`src/rtl/fsk_tx_scheduler.sv`:
```
// rtl/fsk_tx_scheduler.sv - round-robin FSK transmit sequencer with bit strobe
module fsk_tx_scheduler #(
  parameter int BIT_CYCLES = 16,
  parameter int GAP_BITS   = 2
) (
  input  logic        clk,
  input  logic        reset_n,
  input  logic        req0,
  input  logic [13:0] code0,
  output logic        gnt0,
  input  logic        req1,
  input  logic [13:0] code1,
  output logic        gnt1,
  output logic        tx_bit,
  output logic        tx_en,
  output logic        bit_clk,
  output logic        frame_start,
  output logic        busy,
  output logic        cur_ch
);

  localparam int CW = $clog2(BIT_CYCLES);
  localparam int GW = (GAP_BITS > 1) ? $clog2(GAP_BITS) : 1;
  localparam logic [CW-1:0] CYC_LAST = CW'(BIT_CYCLES - 1);
  localparam logic [CW-1:0] CYC_HALF = CW'(BIT_CYCLES / 2);
  localparam logic [GW-1:0] GAP_LAST = GW'((GAP_BITS > 0) ? GAP_BITS - 1 : 0);

  typedef enum logic [1:0] {S_IDLE, S_SEND, S_GAP} state_t;

  state_t        r_state;
  logic [13:0]   r_shift;
  logic [3:0]    r_bit_idx;
  logic [CW-1:0] r_cyc_cnt;
  logic [GW-1:0] r_gap_cnt;
  logic          r_last_ch;
  logic          r_cur_ch;
  logic          r_gnt0;
  logic          r_gnt1;
  logic          r_frame_start;

  state_t        w_state_nxt;
  logic [13:0]   w_shift_nxt;
  logic [3:0]    w_bit_idx_nxt;
  logic [CW-1:0] w_cyc_cnt_nxt;
  logic [GW-1:0] w_gap_cnt_nxt;
  logic          w_last_ch_nxt;
  logic          w_cur_ch_nxt;
  logic          w_gnt0_nxt;
  logic          w_gnt1_nxt;
  logic          w_frame_start_nxt;
  logic          w_sel;
  logic          w_cyc_wrap;

  // on a tie the channel that did not win last time gets the link
  assign w_sel      = (req0 & req1) ? ~r_last_ch : req1;
  assign w_cyc_wrap = (r_cyc_cnt == CYC_LAST);

  // next-state and next-register values for the IDLE/SEND/GAP sequencer
  always_comb begin
    w_state_nxt       = r_state;
    w_shift_nxt       = r_shift;
    w_bit_idx_nxt     = r_bit_idx;
    w_cyc_cnt_nxt     = r_cyc_cnt;
    w_gap_cnt_nxt     = r_gap_cnt;
    w_last_ch_nxt     = r_last_ch;
    w_cur_ch_nxt      = r_cur_ch;
    w_gnt0_nxt        = 1'b0;
    w_gnt1_nxt        = 1'b0;
    w_frame_start_nxt = 1'b0;
    case (r_state)
      S_IDLE: begin
        if (req0 | req1) begin
          w_state_nxt       = S_SEND;
          w_shift_nxt       = w_sel ? code1 : code0;
          w_bit_idx_nxt     = 4'd13;
          w_cyc_cnt_nxt     = '0;
          w_last_ch_nxt     = w_sel;
          w_cur_ch_nxt      = w_sel;
          w_gnt0_nxt        = ~w_sel;
          w_gnt1_nxt        = w_sel;
          w_frame_start_nxt = 1'b1;
        end
      end
      S_SEND: begin
        w_cyc_cnt_nxt = w_cyc_wrap ? '0 : r_cyc_cnt + CW'(1);
        if (w_cyc_wrap) begin
          w_shift_nxt = {r_shift[12:0], 1'b0};
          if (r_bit_idx == 4'd0) begin
            w_gap_cnt_nxt = '0;
            w_state_nxt   = (GAP_BITS > 0) ? S_GAP : S_IDLE;
          end else begin
            w_bit_idx_nxt = r_bit_idx - 4'd1;
          end
        end
      end
      S_GAP: begin
        w_cyc_cnt_nxt = w_cyc_wrap ? '0 : r_cyc_cnt + CW'(1);
        if (w_cyc_wrap) begin
          if (r_gap_cnt == GAP_LAST) begin
            w_state_nxt = S_IDLE;
          end else begin
            w_gap_cnt_nxt = r_gap_cnt + GW'(1);
          end
        end
      end
      default: w_state_nxt = S_IDLE;
    endcase
  end

  // state and datapath registers; reset drops the frame at once
  always_ff @(posedge clk or negedge reset_n) begin
    if (!reset_n) begin
      r_state       <= S_IDLE;
      r_shift       <= '0;
      r_bit_idx     <= '0;
      r_cyc_cnt     <= '0;
      r_gap_cnt     <= '0;
      r_last_ch     <= 1'b1;
      r_cur_ch      <= 1'b0;
      r_gnt0        <= 1'b0;
      r_gnt1        <= 1'b0;
      r_frame_start <= 1'b0;
    end else begin
      r_state       <= w_state_nxt;
      r_shift       <= w_shift_nxt;
      r_bit_idx     <= w_bit_idx_nxt;
      r_cyc_cnt     <= w_cyc_cnt_nxt;
      r_gap_cnt     <= w_gap_cnt_nxt;
      r_last_ch     <= w_last_ch_nxt;
      r_cur_ch      <= w_cur_ch_nxt;
      r_gnt0        <= w_gnt0_nxt;
      r_gnt1        <= w_gnt1_nxt;
      r_frame_start <= w_frame_start_nxt;
    end
  end

  assign tx_en       = (r_state == S_SEND);
  assign tx_bit      = tx_en & r_shift[13];
  assign bit_clk     = tx_en & (r_cyc_cnt < CYC_HALF);
  assign busy        = (r_state != S_IDLE);
  assign cur_ch      = r_cur_ch;
  assign gnt0        = r_gnt0;
  assign gnt1        = r_gnt1;
  assign frame_start = r_frame_start;

endmodule
```
`config.mk`:
```
export PLATFORM = sky130hd
export DESIGN_NAME = fsk_tx_scheduler
export DESIGN_NICKNAME = d
export VERILOG_FILES = /design/src/rtl/fsk_tx_scheduler.sv
export SDC_FILE = /design/constraint.sdc
export NUM_CORES = 1
export LEC_CHECK = 0
export ABC_AREA = 1
export BUFFER_PORTS_ARGS = -buffer_cell sky130_fd_sc_hd__buf_4
export CORE_MARGIN = 2
export CORE_UTILIZATION = 58
export DETAILED_ROUTE_END_ITERATION = 7
export GPL_ROUTABILITY_DRIVEN = 0
export PLACE_DENSITY = 0.93
export SLEW_MARGIN = 20
export SYNTH_ARGS = -nofsm -noshare
export SYNTH_HDL_FRONTEND = slang
export SYNTH_SLANG_ARGS = --single-unit
```
`constraint.sdc`:
```
create_clock -name clk -period 3.5 [get_ports clk]
set_input_delay 0.175 -clock clk [delete_from_list [all_inputs] [get_ports clk]]
set_output_delay 0.175 -clock clk [all_outputs]
set_load 0.01 [all_outputs]
```
==> metrics.yaml <==
setup_viol: 0
worstHoldStart: "code0[0]"
port_buffers: 39
antenna_found_initial: 0
path_buf_inv: 3
whs_ps: 191
wirelength_microns: 3890
path_cells: "inv_1, ha_1, inv_1, nor2_1, buf_4"
vias_per_cell: 5.11
path_class: "reg2out"
num_antenna_cells: 0
nets: 331
cp-start-kind: "flop"
netlist_instances: 254
crit_start: "r_state[1]"
rows: 20
track_usage_pct: 22.7
gr-total-overflow: 0
cp.arrival_ps: 1710
fin_crit_sh_pct: 53.8
netlist_area_sq_um: 1890
maxCapViolations: 0
power_leakage_nw: 1.26
ys_seq_area_share_pct: 39.8
end_kind: "output pin"
hp-class: "in2reg"
htreeDepth: 2
worst_path_max_delay_cell: "inv_1"
grt_max_degree: 31
ys_ff_latch: 30
fin_skew_ps: 10.8
slew_viol_final: 0
cp_top_family: "buffers and inverters"
power_density_nw_per_um2: 830
cp.required_ps: 3320
clk_latency_ps: 330
cts_resized: 0
core_area_sq_um: 3080
critical_path.max_stage_delay_ps: 450
run_status: "complete, no violations"
cts.sinks: 30
dieHeight_microns: 61.1
ir_drop_uv: 536
cp_common_cell: "inv_1"
dpl.hpwl_microns: 2770
fmax_mhz: 531
critPathMaxFanout: 18
syn_to_final_growth_pct: 18.2
dieArea_sq_um: 3730
hold_viol: 0
route.detailed.drc: 0
synth_cell_type_count: 27
relSlewSlack_pct: 59.6
grt_pass1_vias: 1499
postCtsSetupRepairBufs: 0
worstReg2RegStart: "r_state[1]"
synth_nets: 292
cts_tree: "built"
period_minus_slack_ps: 1880
vias: 1728
grt_pass1_wl_microns: 6240
synth.avg_cell_area_sq_um: 7.43
fp.dieW_microns: 61.1
ant_nets: 0
fin_setup_tns_ps: 0
drive_gt1_share_pct: 22.8
cts_made_buffers: 5
drt_iter0_markers: 101
start_util_pct: 61.3
clk_pin_slew_ps: 90
fillers: 261
rsz0062_at_grt: "false"
dr.pass1.iters: 4
num_io_pins: 40
max-clock-path-buffers: 2
worst_slew_pin_slew_ps: 605
post_drt_wl_per_cell_microns: 11.5
yosys_warnings: 0
cts_root_buffer: "clkbuf_4"
## layout make-up
class / count / area, sq um / share of cell area, %
multi-input cells: 188 / 952 / 42.7
flip-flops and latches: 30 / 752 / 33.7
repair buffers: 41 / 310 / 13.9
inverters: 27 / 114 / 5.10
well taps: 44 / 55.1 / 2.47
clock buffers: 8 / 48.8 / 2.19
## per-stage QoR
| step | std cells | power (mW) | utilization [%] | area (sq um) | worst slack, ps |
|---|---|---|---|---|---|
| after global routing | 338 | 2.02 | 72.5 | 2230 | 1430 |
| after global placement | 329 | 1.63 | 70.6 | 2170 | 1880 |
| after floorplan | 254 | 1.45 | - | 1890 | 2020 |
| final | 338 | 1.85 | 72.5 | 2230 | 1620 |
| after detailed placement | 329 | 1.66 | 70.6 | 2170 | 1770 |
| after CTS | 338 | 1.87 | 72.5 | 2230 | 1590 |
## layer usage
metal  GRT usage [%]  part of all wire (%)
met2            39.5                    48
met1            27.1                    46
met3            6.09                   4.8
met4            8.07                   1.3
met5               0                     0
## state kept, by name, summed over array words and instances (netlist names)
register     count
cur_ch           1
r_shift         14
frame_start      1
r_state          2
gnt0             1
r_last_ch        1
gnt1             1
r_cyc_cnt        4
r_bit_idx        4
r_gap_cnt        1
## logic make-up after synthesis
family | count (synthesis) | synth area share [%]
and+or+nand+nor | 173 | 43.7
buffers and inverters | 36 | 9.74
DFF | 30 | 39.8
AOI/OAI and AO/OA | 8 | 2.32
adders and majority gates | 6 | 3.98
xor gates and xnor gates | 1 | 0.464
## worst reg2reg max path: stages (launching register included)
cell and delay [ps]:
dfrtp_1 380, inv_1 80, ha_1 200, inv_1 460, nand2_4 130, nand2_8 170, inv_6 90, nand2_1 80
nand2_1 50
## cell usage in the layout (no fill, tap or decap)
master and n:
a21oi_1 1, buf_4 40, clkbuf_1 3, clkbuf_4 5
dfrtp_1 29, dfstp_2 1, dlygate4sd3_1 1, ha_1 6
inv_1 25, inv_6 1, inv_8 1, nand2_1 106
nand2_2 11, nand2_4 2, nand2_8 1, nand3_1 27
nand3_2 1, nand3b_1 15, nand4_1 3, nor2_1 4
nor2_4 1, o21ai_0 5, o21ai_1 1, o21ai_2 1
or2_2 2, xor2_1 1
## worst paths after layout
| check | end | slack (ps) | depth (start not counted) |
|---|---|---|---|
| setup / recovery | bit_clk | 1620 | 5 |
| hold / removal | r_shift[0] | 190 | 5 |
| setup reg to reg | r_shift[2] | 1780 | 8 |
| hold reg to reg | r_shift[7] | 490 | 2 |
| max in group asynchronous | r_last_ch | 2880 | 2 |
| min in group asynchronous | frame_start | 310 | 2 |
## Yosys cell counts
| library cell | number | area [sq um] |
|---|---|---|
| a21oi_1 | 1 | 5.00 |
| buf_12 | 1 | 20.0 |
| buf_2 | 4 | 20.0 |
| buf_4 | 2 | 15.0 |
| buf_6 | 1 | 11.3 |
| clkbuf_1 | 1 | 3.75 |
| dfrtp_1 | 29 | 726 |
| dfstp_2 | 1 | 26.3 |
| ha_1 | 6 | 75.1 |
| inv_1 | 25 | 93.8 |
| inv_6 | 1 | 8.76 |
| inv_8 | 1 | 11.3 |
| nand2_1 | 106 | 398 |
| nand2_2 | 11 | 68.8 |
| nand2_4 | 2 | 22.5 |
| nand2_8 | 1 | 20.0 |
| nand3_1 | 27 | 135 |
| nand3_2 | 1 | 10.0 |
| nand3b_1 | 15 | 113 |
| nand4_1 | 3 | 18.8 |
| nor2_1 | 4 | 15.0 |
| nor2_4 | 1 | 11.3 |
| o21ai_0 | 5 | 25.0 |
| o21ai_1 | 1 | 5.00 |
| o21ai_2 | 1 | 8.76 |
| or2_2 | 2 | 12.5 |
| xor2_1 | 1 | 8.76 |
## repair_timing
action,4_1_cts,5_1_grt
endpoints found under the hold margin,29,0
setup endpoints to repair,0,0
hold buffers,1,0
## where the power goes
part | switching, mW | leakage, nW | internal (mW) | total, mW
clock | 0.114 | 0.0265 | 0.0799 | 0.194
combinational | 0.661 | 0.854 | 0.385 | 1.05
sequential | 0.0999 | 0.375 | 0.514 | 0.614
No activity file was read; power rests on OpenSTA's default activity.
